===== src/rtl/mem_stage_hs_if.sv =====
// Data-memory request/ready bus between the MEM stage (master) and data memory (slave).
interface mem_stage_hs_if #(
    parameter int XLEN = 32
);
    logic                dmem_req;
    logic                dmem_we;
    logic [XLEN-1:0]     dmem_addr;
    logic [XLEN-1:0]     dmem_wdata;
    logic [XLEN/8-1:0]   dmem_be;
    logic                dmem_ready;
    logic [XLEN-1:0]     dmem_rdata;

    modport master (
        output dmem_req, dmem_we, dmem_addr, dmem_wdata, dmem_be,
        input  dmem_ready, dmem_rdata
    );

    modport slave (
        input  dmem_req, dmem_we, dmem_addr, dmem_wdata, dmem_be,
        output dmem_ready, dmem_rdata
    );
endinterface


===== src/rtl/mem_stage_hs.sv =====
// MEM stage with MEM/WB register: variable-latency data-memory handshake, upstream stall,
// bus timeout, sub-word byte lanes with load extension, and misalignment flagging.
module mem_stage_hs #(
    parameter int XLEN        = 32,
    parameter int RDW_W       = 5,
    parameter int TIMEOUT_CYC = 16
) (
    input  logic              clk,
    input  logic              rst,
    input  logic              ValidM,
    input  logic              RegWriteM,
    input  logic              ResultSrcM,
    input  logic              MemReadM,
    input  logic              MemWriteM,
    input  logic [2:0]        Funct3M,
    input  logic [RDW_W-1:0]  RDM,
    input  logic [XLEN-1:0]   ALUResultM,
    input  logic [XLEN-1:0]   WriteDataM,
    mem_stage_hs_if.master    dmem,
    output logic              StallM,
    output logic              ValidW,
    output logic              RegWriteW,
    output logic              ResultSrcW,
    output logic [RDW_W-1:0]  RDW,
    output logic [XLEN-1:0]   ALUResultW,
    output logic [XLEN-1:0]   ReadDataW,
    output logic              MisalignW,
    output logic              TimeoutW
);
    localparam int NB   = XLEN / 8;
    localparam int OFFW = $clog2(NB);
    localparam int CNTW = $clog2(TIMEOUT_CYC + 1);

    typedef enum logic {S_IDLE, S_WAIT} state_t;

    state_t            state;
    logic [CNTW-1:0]   cnt;
    logic              capWe, capLoad, capRegWrite, capResultSrc;
    logic [2:0]        capF3;
    logic [RDW_W-1:0]  capRd;
    logic [XLEN-1:0]   capAlu, capWdata;
    logic [NB-1:0]     capBe;

    // Illegal size encodings are folded into the misalignment flag.
    function automatic logic badOp(input logic [2:0] f, input logic [OFFW-1:0] off);
        logic [2:0] o;
        logic       illegal, mis;
        o = '0;
        o[OFFW-1:0] = off;
        illegal = (f == 3'b111) || (XLEN == 32 && (f == 3'b011 || f == 3'b110));
        case (f[1:0])
            2'b01:   mis = o[0];
            2'b10:   mis = |o[1:0];
            2'b11:   mis = |o;
            default: mis = 1'b0;
        endcase
        return illegal | mis;
    endfunction

    function automatic logic [NB-1:0] sizeMask(input logic [2:0] f);
        case (f[1:0])
            2'b00:   return NB'(1);
            2'b01:   return NB'(3);
            2'b10:   return NB'(15);
            default: return NB'(8'hFF);
        endcase
    endfunction

    function automatic logic [XLEN-1:0] loadExt(input logic [2:0] f, input logic [XLEN-1:0] rdata,
                                                input logic [OFFW-1:0] off);
        logic [XLEN-1:0] sh, keep;
        logic            sb;
        sh = rdata >> {off, 3'b000};
        case (f[1:0])
            2'b00:   begin sb = sh[7];      keep = XLEN'(8'hFF);         end
            2'b01:   begin sb = sh[15];     keep = XLEN'(16'hFFFF);      end
            2'b10:   begin sb = sh[31];     keep = XLEN'(32'hFFFF_FFFF); end
            default: begin sb = sh[XLEN-1]; keep = '1;                   end
        endcase
        return (sh & keep) | ((sb & ~f[2]) ? ~keep : '0);
    endfunction

    logic              memOp, misM, isLoadM, timeoutNow;
    logic [OFFW-1:0]   offM;
    logic [NB-1:0]     stBe;
    logic [XLEN-1:0]   stWdata;

    assign memOp   = ValidM & (MemReadM | MemWriteM);
    assign isLoadM = MemReadM & ~MemWriteM;
    assign offM    = ALUResultM[OFFW-1:0];
    assign misM    = badOp(Funct3M, offM);
    assign stBe    = sizeMask(Funct3M) << offM;
    assign stWdata = WriteDataM << {offM, 3'b000};
    assign timeoutNow = (state == S_WAIT) && !dmem.dmem_ready && (cnt == CNTW'(TIMEOUT_CYC));

    logic              nValid, nRegWrite, nResultSrc, nMis, nTo;
    logic [RDW_W-1:0]  nRd;
    logic [XLEN-1:0]   nAlu, nRead;

    always_comb begin
        dmem.dmem_req   = 1'b0;
        dmem.dmem_we    = 1'b0;
        dmem.dmem_addr  = '0;
        dmem.dmem_wdata = '0;
        dmem.dmem_be    = '0;
        StallM          = 1'b0;
        nValid = 1'b0; nRegWrite = 1'b0; nResultSrc = 1'b0; nMis = 1'b0; nTo = 1'b0;
        nRd = '0; nAlu = '0; nRead = '0;
        case (state)
            S_IDLE: begin
                if (memOp && !misM) begin
                    dmem.dmem_req   = 1'b1;
                    dmem.dmem_we    = MemWriteM;
                    dmem.dmem_addr  = {ALUResultM[XLEN-1:OFFW], {OFFW{1'b0}}};
                    dmem.dmem_wdata = stWdata;
                    dmem.dmem_be    = stBe;
                    StallM          = ~dmem.dmem_ready;
                end
                if (memOp && misM) begin
                    nValid = 1'b1; nMis = 1'b1; nRd = RDM; nAlu = ALUResultM;
                end else if (!(memOp && !dmem.dmem_ready)) begin
                    nValid     = ValidM;
                    nRegWrite  = ValidM & RegWriteM;
                    nResultSrc = ValidM & ResultSrcM;
                    nRd        = RDM;
                    nAlu       = ALUResultM;
                    nRead      = (memOp && isLoadM) ? loadExt(Funct3M, dmem.dmem_rdata, offM) : '0;
                end
            end
            S_WAIT: begin
                if (!timeoutNow) begin
                    dmem.dmem_req   = 1'b1;
                    dmem.dmem_we    = capWe;
                    dmem.dmem_addr  = {capAlu[XLEN-1:OFFW], {OFFW{1'b0}}};
                    dmem.dmem_wdata = capWdata;
                    dmem.dmem_be    = capBe;
                    StallM          = ~dmem.dmem_ready;
                end
                if (dmem.dmem_ready) begin
                    nValid = 1'b1; nRegWrite = capRegWrite; nResultSrc = capResultSrc;
                    nRd = capRd; nAlu = capAlu;
                    nRead = capLoad ? loadExt(capF3, dmem.dmem_rdata, capAlu[OFFW-1:0]) : '0;
                end else if (timeoutNow) begin
                    nValid = 1'b1; nTo = 1'b1; nRd = capRd; nAlu = capAlu;
                end
            end
            default: ;
        endcase
        // Reset must silence the bus even while the M inputs present an aligned op.
        if (rst) begin
            dmem.dmem_req = 1'b0;
            StallM        = 1'b0;
        end
    end

    always_ff @(posedge clk or posedge rst) begin
        if (rst) begin
            state <= S_IDLE;
            cnt   <= '0;
            capWe <= 1'b0; capLoad <= 1'b0; capRegWrite <= 1'b0; capResultSrc <= 1'b0;
            capF3 <= '0; capRd <= '0; capAlu <= '0; capWdata <= '0; capBe <= '0;
            ValidW <= 1'b0; RegWriteW <= 1'b0; ResultSrcW <= 1'b0; RDW <= '0;
            ALUResultW <= '0; ReadDataW <= '0; MisalignW <= 1'b0; TimeoutW <= 1'b0;
        end else begin
            ValidW     <= nValid;
            RegWriteW  <= nRegWrite;
            ResultSrcW <= nResultSrc;
            RDW        <= nRd;
            ALUResultW <= nAlu;
            ReadDataW  <= nRead;
            MisalignW  <= nMis;
            TimeoutW   <= nTo;
            case (state)
                S_IDLE: begin
                    if (memOp && !misM && !dmem.dmem_ready) begin
                        state        <= S_WAIT;
                        cnt          <= CNTW'(1);
                        capWe        <= MemWriteM;
                        capLoad      <= isLoadM;
                        capRegWrite  <= RegWriteM;
                        capResultSrc <= ResultSrcM;
                        capF3        <= Funct3M;
                        capRd        <= RDM;
                        capAlu       <= ALUResultM;
                        capWdata     <= stWdata;
                        capBe        <= stBe;
                    end
                end
                S_WAIT: begin
                    if (dmem.dmem_ready || timeoutNow) begin
                        state <= S_IDLE;
                        cnt   <= '0;
                    end else begin
                        cnt <= cnt + CNTW'(1);
                    end
                end
                default: state <= S_IDLE;
            endcase
        end
    end
endmodule


===== src/flat_wrapper.sv =====
// flat-port wrapper written by rule: the top's interface ports become plain ports
module mem_stage_hs_flat 
#(
    parameter int XLEN        = 32,
    parameter int RDW_W       = 5,
    parameter int TIMEOUT_CYC = 16
)
  (clk, rst, ValidM, RegWriteM, ResultSrcM, MemReadM, MemWriteM, Funct3M, RDM, ALUResultM, WriteDataM, StallM, ValidW, RegWriteW, ResultSrcW, RDW, ALUResultW, ReadDataW, MisalignW, TimeoutW, dmem_dmem_req, dmem_dmem_we, dmem_dmem_addr, dmem_dmem_wdata, dmem_dmem_be, dmem_dmem_ready, dmem_dmem_rdata);
  mem_stage_hs_if #(.XLEN(XLEN)) dmem_i ();
  input  logic clk;
  input  logic rst;
  input  logic ValidM;
  input  logic RegWriteM;
  input  logic ResultSrcM;
  input  logic MemReadM;
  input  logic MemWriteM;
  input  logic [2:0] Funct3M;
  input  logic [RDW_W-1:0] RDM;
  input  logic [XLEN-1:0] ALUResultM;
  input  logic [XLEN-1:0] WriteDataM;
  output logic StallM;
  output logic ValidW;
  output logic RegWriteW;
  output logic ResultSrcW;
  output logic [RDW_W-1:0] RDW;
  output logic [XLEN-1:0] ALUResultW;
  output logic [XLEN-1:0] ReadDataW;
  output logic MisalignW;
  output logic TimeoutW;
  output wire logic [$bits(dmem_i.dmem_req)-1:0] dmem_dmem_req;
  output wire logic [$bits(dmem_i.dmem_we)-1:0] dmem_dmem_we;
  output wire logic [$bits(dmem_i.dmem_addr)-1:0] dmem_dmem_addr;
  output wire logic [$bits(dmem_i.dmem_wdata)-1:0] dmem_dmem_wdata;
  output wire logic [$bits(dmem_i.dmem_be)-1:0] dmem_dmem_be;
  input wire logic [$bits(dmem_i.dmem_ready)-1:0] dmem_dmem_ready;
  input wire logic [$bits(dmem_i.dmem_rdata)-1:0] dmem_dmem_rdata;
  assign dmem_dmem_req = dmem_i.dmem_req;
  assign dmem_dmem_we = dmem_i.dmem_we;
  assign dmem_dmem_addr = dmem_i.dmem_addr;
  assign dmem_dmem_wdata = dmem_i.dmem_wdata;
  assign dmem_dmem_be = dmem_i.dmem_be;
  assign dmem_i.dmem_ready = dmem_dmem_ready;
  assign dmem_i.dmem_rdata = dmem_dmem_rdata;
  mem_stage_hs #(.XLEN(XLEN), .RDW_W(RDW_W), .TIMEOUT_CYC(TIMEOUT_CYC)) u_core (.clk(clk), .rst(rst), .ValidM(ValidM), .RegWriteM(RegWriteM), .ResultSrcM(ResultSrcM), .MemReadM(MemReadM), .MemWriteM(MemWriteM), .Funct3M(Funct3M), .RDM(RDM), .ALUResultM(ALUResultM), .WriteDataM(WriteDataM), .dmem(dmem_i), .StallM(StallM), .ValidW(ValidW), .RegWriteW(RegWriteW), .ResultSrcW(ResultSrcW), .RDW(RDW), .ALUResultW(ALUResultW), .ReadDataW(ReadDataW), .MisalignW(MisalignW), .TimeoutW(TimeoutW));
endmodule

===== config.mk =====
export PLATFORM = sky130hd
export DESIGN_NAME = mem_stage_hs_flat
export DESIGN_NICKNAME = d
export VERILOG_FILES = /design/src/rtl/mem_stage_hs_if.sv /design/src/rtl/mem_stage_hs.sv /design/src/flat_wrapper.sv
export SDC_FILE = /design/constraint.sdc
export NUM_CORES = 1
export LEC_CHECK = 0
export CORE_MARGIN = 5
export CORE_UTILIZATION = 64
export CTS_CLUSTER_SIZE = 40
export DETAILED_ROUTE_END_ITERATION = 6
export DONT_BUFFER_PORTS = 1
export PLACE_DENSITY = 0.8
export SYNTH_ARGS = -nofsm -noshare
export SYNTH_HDL_FRONTEND = slang
export SYNTH_SLANG_ARGS = --single-unit

===== constraint.sdc =====
create_clock -name clk -period 8.8 [get_ports clk]
set_input_delay 2.64 -clock clk [delete_from_list [all_inputs] [get_ports clk]]
set_output_delay 2.64 -clock clk [all_outputs]
set_load 0.01 [all_outputs]

==> metrics.md, run 1 <==
| Metric | Value |
|---|---|
| Syn Area/Cell | approximately 11 um^2 |
| Core area | 12,700 um^2 |
| Endpoint type of the worst setup path | primary output |
| Worst Max-Slew Pin Slew | 1.24 ns |
| Congestion Overflow GR | 0 |
| Critical path required time | 6.16 ns |
| FF-to-FF End | u_core.ReadDataW[24] |
| Final antenna-violating net count | 0 |
| Yosys top cell area share | 0.484 |
| CP startpoint | ALUResultM[1] |
| Dpl cell area | 8320 um^2 |
| Seq/Total Area, Yosys | 0.484 |
| CTS max path bufs | 2 |
| Most frequent cells in the layout | dfrtp_1, o21ai_0, a22o_1 |
| PwrDens | 317 nW/um^2 |
| FF+latch area | between 4000 and 5000 um^2 |
| Initial Util | 0.653 |
| Minimum clock period | just over 7 ns |
| Largest cells by area after synthesis | dfrtp_1, mux2_2, a22o_1 |
| Cell taking the most area after synthesis | dfrtp_1 |
| R2R Setup Slk | ~6.0 ns |
| Initial DRC Count | 695 |
| Clock Sinks | 160 |
| Total negative setup slack | 0 ns |
| Status | finished clean |
| Port bufs | 0 |
| Via Count | 6,404 |
| Post-Route WL | roughly 22 mm |
| Pre-CTS WS | roughly 1.6 ns |
| Worst VDD drop | 0.200 mV |
| # DRC | 0 |
| Most common cell after layout, fill and taps aside | dfrtp_1 |
| Largest net degree at the start of global routing | 97 |
| Maximum clock frequency | 139 MHz |
| Die X | about 120 um |
| Drt pass-1 iters | 6 |
| CTS Root Buffer Type | clkbuf_16 |
| Unrepaired setup endpoints after global routing | no |
| Leak | 3.94 nW |
| TritonCTS clock tree | done |
| Endpoints failing setup | 0 |
| Final WS setup | 1.59 ns |
| Total of max-cap violations | 0 |
| Routed WL per cell | 23.6 um |
| Max-slew violations | 0 |
| Endpoints failing hold | 0 |
| Multi-input logic area | 3990 um^2 |
| RePlAce Congestion | between 0.9 and 1 |
| Synth Cell Area | 8280 um^2 |
| Post-synth ARST share | 1.00 |
| FILL cells | 966 |
| Synth cell types | 51 |
| Hold-fix buffers, CTS | 0 |
| Startpoint types | input pin |
| Cells after synthesis | ~800 |
| FF-to-FF path depth | 4 |
| I/O Pins | 257 |
| Std-Cell Rows | a little over 40 |
| Worst Path Max Fanout | slightly below 70 |
| CTS resizes | 0 |
| Worst relative slew slack | 0.174 |
| Worst Setup Path Type | in -> out |
| Global-route wire length before repair | around 34 mm |
| Worst Skew | 0.0100 ns |
| Critical path endpoint | dmem_dmem_wdata[6] |
| # H-tree levels | 4 |
| Final #Nets | 857 |
| Die Y | 124 um |
| Die ar. | about 15,000 um^2 |
| ANT cells | 0 |
| Min-Delay Path Class | reg -> reg |
| Critical path data arrival time | 4.57 ns |
| TritonCTS buffer count | 17 |
| Post-route clock period utilization | 0.820 |
| Final Cell Area | about 9000 um^2 |
| Antenna violations before repair | 0 |
| Worst-skew pair later-pin latency | 0.43 ns |
| Global-route usage over all layers | 0.284 |
| Post-synthesis register bit count | 160 |
| Setup Buffers After CTS | 0 |
| Post-synth EDFFs | 0 |
| R2r startpoint | u_core.capAlu[0] |
| Vias/cell | between 6 and 7 |
| Vias in the first global route | 6,304 |
| Fraction of layout cells with a size suffix above 1 | 0.170 |
| Synth Warn # | 0 |
| Top FF cell, synth | dfrtp_1 |
| HPWL after DPL | 14.9 mm |
| Area Growth Syn to Fin | 8.72% |
| Clk slew on worst S/H paths | 0.06 ns |
-- layer usage --
metal,track usage,part of all wire,vias up
met5,0,0,-
met1,0.358,0.38,3185
li1,-,-,2826
met4,0.113,0.028,0
met2,0.456,0.49,330
met3,0.0926,0.095,63
-- Yosys cell counts (2+ instances only) --
library cell	n
a211oi_1	8
a31oi_1	9
nand2_1	44
o211ai_1	9
o2bb2ai_1	9
o21a_1	2
nand2b_1	14
nor2_1	39
mux2_2	76
ha_1	2
clkbuf_1	53
mux4_2	2
dfrtp_1	160
o21ai_0	102
mux2i_1	41
a21o_1	4
o22ai_1	8
buf_1	5
a21oi_1	24
a32o_1	2
a22o_1	88
nand3_1	13
a221oi_1	8
nor2b_1	3
nor3_1	14
buf_2	6
inv_1	13
buf_4	2
-- report_power, final --
part | total [W] | leakage (nW) | switching (W) | internal (W)
registers | 0.00123 | 2.04 | 0.000246 | 0.000987
logic | 0.000772 | 1.58 | 0.000421 | 0.000351
clock network | 0.000845 | 0.326 | 0.000297 | 0.000548
total | 0.00285 | 3.94 | 0.000965 | 0.00189
-- layout make-up --
type	count	area share
Tap cell	172	0.0239
Clock inverter	12	0.0256
Timing Repair Buffer	7	0.00584
Inverter	14	0.00640
Multi-Input combinational cell	543	0.443
Sequential cell	160	0.445
Clock buffer	19	0.0503
-- worst max-delay path, stage by stage --
cell and delay, ns:
nor4_1 0.43, o211ai_1 0.14, buf_4 0.29, nor3_1 0.74, a22o_1 0.30
-- state kept, by name, indices dropped and copies added (netlist names) --
name and count:
u_core.capLoad 1, u_core.RDW 5, u_core.capWe 1, u_core.capRd 5, u_core.MisalignW 1, u_core.cnt 5
u_core.capBe 4, u_core.TimeoutW 1, u_core.RegWriteW 1, u_core.ValidW 1, u_core.capF3 3, u_core.ALUResultW 32
u_core.capResultSrc 1, u_core.capRegWrite 1, u_core.ResultSrcW 1, u_core.capAlu 32, u_core.capWdata 32, u_core.ReadDataW 32
u_core.state 1
-- cell families after synthesis --
group | count (synthesis) | synth area share
buffers and inverters | 81 | 0.0394
multiplexers | 119 | 0.158
flip-flops | 160 | 0.484
adder cells (fa/ha/maj) | 2 | 0.00302
XOR/XNOR | 2 | 0.00212
AO/OA/AOI/OAI | 283 | 0.239
other | 1 | 0.000453
AND/OR/NAND/NOR | 135 | 0.0744
-- per-stage QoR --
stage	total power, W	std cells	hold WS [ns]	utilization
CTS	0.00285	927	0.489	0.710
floorplan	0.00182	784	0.461	-
global route	0.00300	927	0.519	0.710
global placement	0.00196	896	0.467	0.656
finish	0.00285	927	0.487	0.710
detailed placement	0.00201	896	0.475	0.656
-- worst min path at each step --
stage | start | endpoint | slack [ns] | depth (start not counted)
6_report | u_core.capRd[3] | u_core.RDW[3] | 0.49 | 1
5_1_grt | u_core.capRd[2] | u_core.RDW[2] | 0.52 | 1
4_1_cts | u_core.capRd[3] | u_core.RDW[3] | 0.49 | 1
2_1_floorplan | u_core.capRd[0] | u_core.RDW[0] | 0.46 | 1
3_3_place_gp | u_core.capRd[0] | u_core.RDW[0] | 0.47 | 1
3_5_place_dp | u_core.capRd[3] | u_core.RDW[3] | 0.48 | 1
Note: power is estimated with default switching activity, not from simulation.
==> inputs of run 2 (changes only) <==
==> constraint.sdc (replaced) <==
create_clock -name clk -period 7.5 [get_ports clk]
set_input_delay 2.25 -clock clk [delete_from_list [all_inputs] [get_ports clk]]
set_output_delay 2.25 -clock clk [all_outputs]
set_load 0.01 [all_outputs]
==> metrics.md, run 2 (synthesis results as in run 1) <==
| Metric | Value |
|---|---|
| Status | finished clean (unchanged) |
| Fraction of layout cells with a size suffix above 1 | 0.169 (was 0.170) |
| CTS max path bufs | 2 (unchanged) |
| PwrDens | 358 nW/um^2 (was 317 nW/um^2) |
| # H-tree levels | 4 (unchanged) |
| FILL cells | 929 (was 966) |
| TritonCTS buffer count | 17 (unchanged) |
| Most common cell after layout, fill and taps aside | dfrtp_1 (unchanged) |
| Routed WL per cell | 23.4 um (was 23.6 um) |
| Total of max-cap violations | 0 (unchanged) |
| Startpoint types | input pin (unchanged) |
| Unrepaired setup endpoints after global routing | no (unchanged) |
| Worst VDD drop | 0.195 mV (was 0.200 mV) |
| Endpoint type of the worst setup path | primary output (unchanged) |
| Die Y | 124 um (unchanged) |
| Worst relative slew slack | 0.150 (was 0.174) |
| Leak | 3.90 nW (was 3.94 nW) |
| Final WS setup | 0.976 ns (was 1.59 ns) |
| ANT cells | 0 (unchanged) |
| Worst Skew | 0.00807 ns (was 0.0100 ns) |
| Worst Path Max Fanout | 69 (unchanged) |
| Endpoints failing setup | 0 (unchanged) |
| Area Growth Syn to Fin | 7.51% (was 8.72%) |
| Initial Util | 0.653 (unchanged) |
| Global-route usage over all layers | 0.284 (about the same) |
| Drt pass-1 iters | 6 (unchanged) |
| Port bufs | 0 (unchanged) |
| CTS resizes | 0 (unchanged) |
| Most frequent cells in the layout | dfrtp_1, o21ai_0, a22o_1 (unchanged) |
| Setup Buffers After CTS | 0 (unchanged) |
| Congestion Overflow GR | 0 (unchanged) |
| Vias/cell | 6.87 (was 6.91) |
| TritonCTS clock tree | done (unchanged) |
| Minimum clock period | 6.52 ns |
| Global-route wire length before repair | 33.9 mm (was 33.8 mm) |
| Max-slew violations | 0 (unchanged) |
| Via Count | 6,378 (was 6,404) |
| Hold-fix buffers, CTS | 0 (unchanged) |
| Total negative setup slack | 0 ns (unchanged) |
| Antenna violations before repair | 0 (unchanged) |
| Maximum clock frequency | 153 MHz |
| Clock Sinks | 160 (unchanged) |
| # DRC | 0 (unchanged) |
| Std-Cell Rows | 41 (unchanged) |
| I/O Pins | 257 (unchanged) |
| Vias in the first global route | 6,443 (was 6,304) |
| Pre-CTS WS | 1.04 ns (was 1.63 ns) |
| Worst-skew pair later-pin latency | 0.43 ns (about the same) |
| Worst Max-Slew Pin Slew | 1.27 ns (was 1.24 ns) |
| HPWL after DPL | 15.0 mm (was 14.9 mm) |
| Post-Route WL | 21.7 mm (was 21.9 mm) |
| CTS Root Buffer Type | clkbuf_16 (unchanged) |
| Post-route clock period utilization | 0.870 |
| Initial DRC Count | 697 (was 695) |
| Final #Nets | 857 (unchanged) |
| Die ar. | 15,300 um^2 (unchanged) |
| Clk slew on worst S/H paths | 0.06 ns (about the same) |
| Final antenna-violating net count | 0 (unchanged) |
| RePlAce Congestion | 0.900 (was 0.936) |
| Largest net degree at the start of global routing | 97 (unchanged) |
| Die X | 124 um (unchanged) |
| Min-Delay Path Class | reg -> reg (unchanged) |
| Worst Setup Path Type | in -> out (unchanged) |
| Critical path required time | 5.25 ns (was 6.16 ns) |
| Core area | 12,700 um^2 (unchanged) |
| Endpoints failing hold | 0 (unchanged) |
| Critical path data arrival time | 4.27 ns (was 4.57 ns) |
| Pwr Total | 0.00319 W (was 0.00285 W) |
[run 2: routing by layer]
metal | vias up | routed length [um] | GRT usage
li1 | 2831 | - | -
met3 | 64 | 2160 | 0.0867
met2 | 317 | 10800 | 0.470
met4 | 0 | 735 | 0.127
met5 | - | 0 | 0
met1 | 3166 | 7970 | 0.343
[run 2: report_power, final]
group / leakage, nW / switching [W] / internal [W] / total (W)
combinational: 1.58 / 0.000487 / 0.000419 / 0.000906
sequential: 2.04 / 0.000291 / 0.00116 / 0.00145
clock: 0.277 / 0.000359 / 0.000472 / 0.000831
[run 2: layout make-up]
class,count,area (um^2),share of cell area
clock buffer,19,443,0.0498
clock inverter,13,128,0.0143
inverter,14,57.6,0.00647
multi-input combinational,543,3990,0.448
sequential,160,4000,0.450
tap,172,215,0.0242
timing repair buffer,7,65.1,0.00731
[run 2: per-stage QoR]
step                std cells  area, um^2  hold WS (ns)   util
detailed placement        896        8330         0.476  0.657
global route              928        8900         0.517  0.702
floorplan                 784        8280         0.461      -
finish                    928        8900         0.485  0.702
global placement          896        8330         0.466  0.657
CTS                       928        8900         0.488  0.702
[run 2: path summary, 6_finish.rpt]
path                            slack [ns]               endpoint  depth (start not counted)             start
worst max-delay path                  0.98     dmem_dmem_wdata[4]                          5     ALUResultM[1]
worst min-delay path                  0.49          u_core.RDW[2]                          1   u_core.capRd[2]
worst max register to register        4.76   u_core.ReadDataW[29]                          4  u_core.capAlu[0]
worst min register to register        0.49          u_core.RDW[2]                          1   u_core.capRd[2]
max in group asynchronous             4.28    u_core.ReadDataW[5]                          2               rst
min in group asynchronous             1.85  u_core.ALUResultW[19]                          1               rst
[run 2: worst max-delay path, cell delays in order]
cell      delay (ns)
nor4_1          0.46
o211ai_1        0.14
buf_4           0.29
nor3_1          0.80
a22o_1          0.31
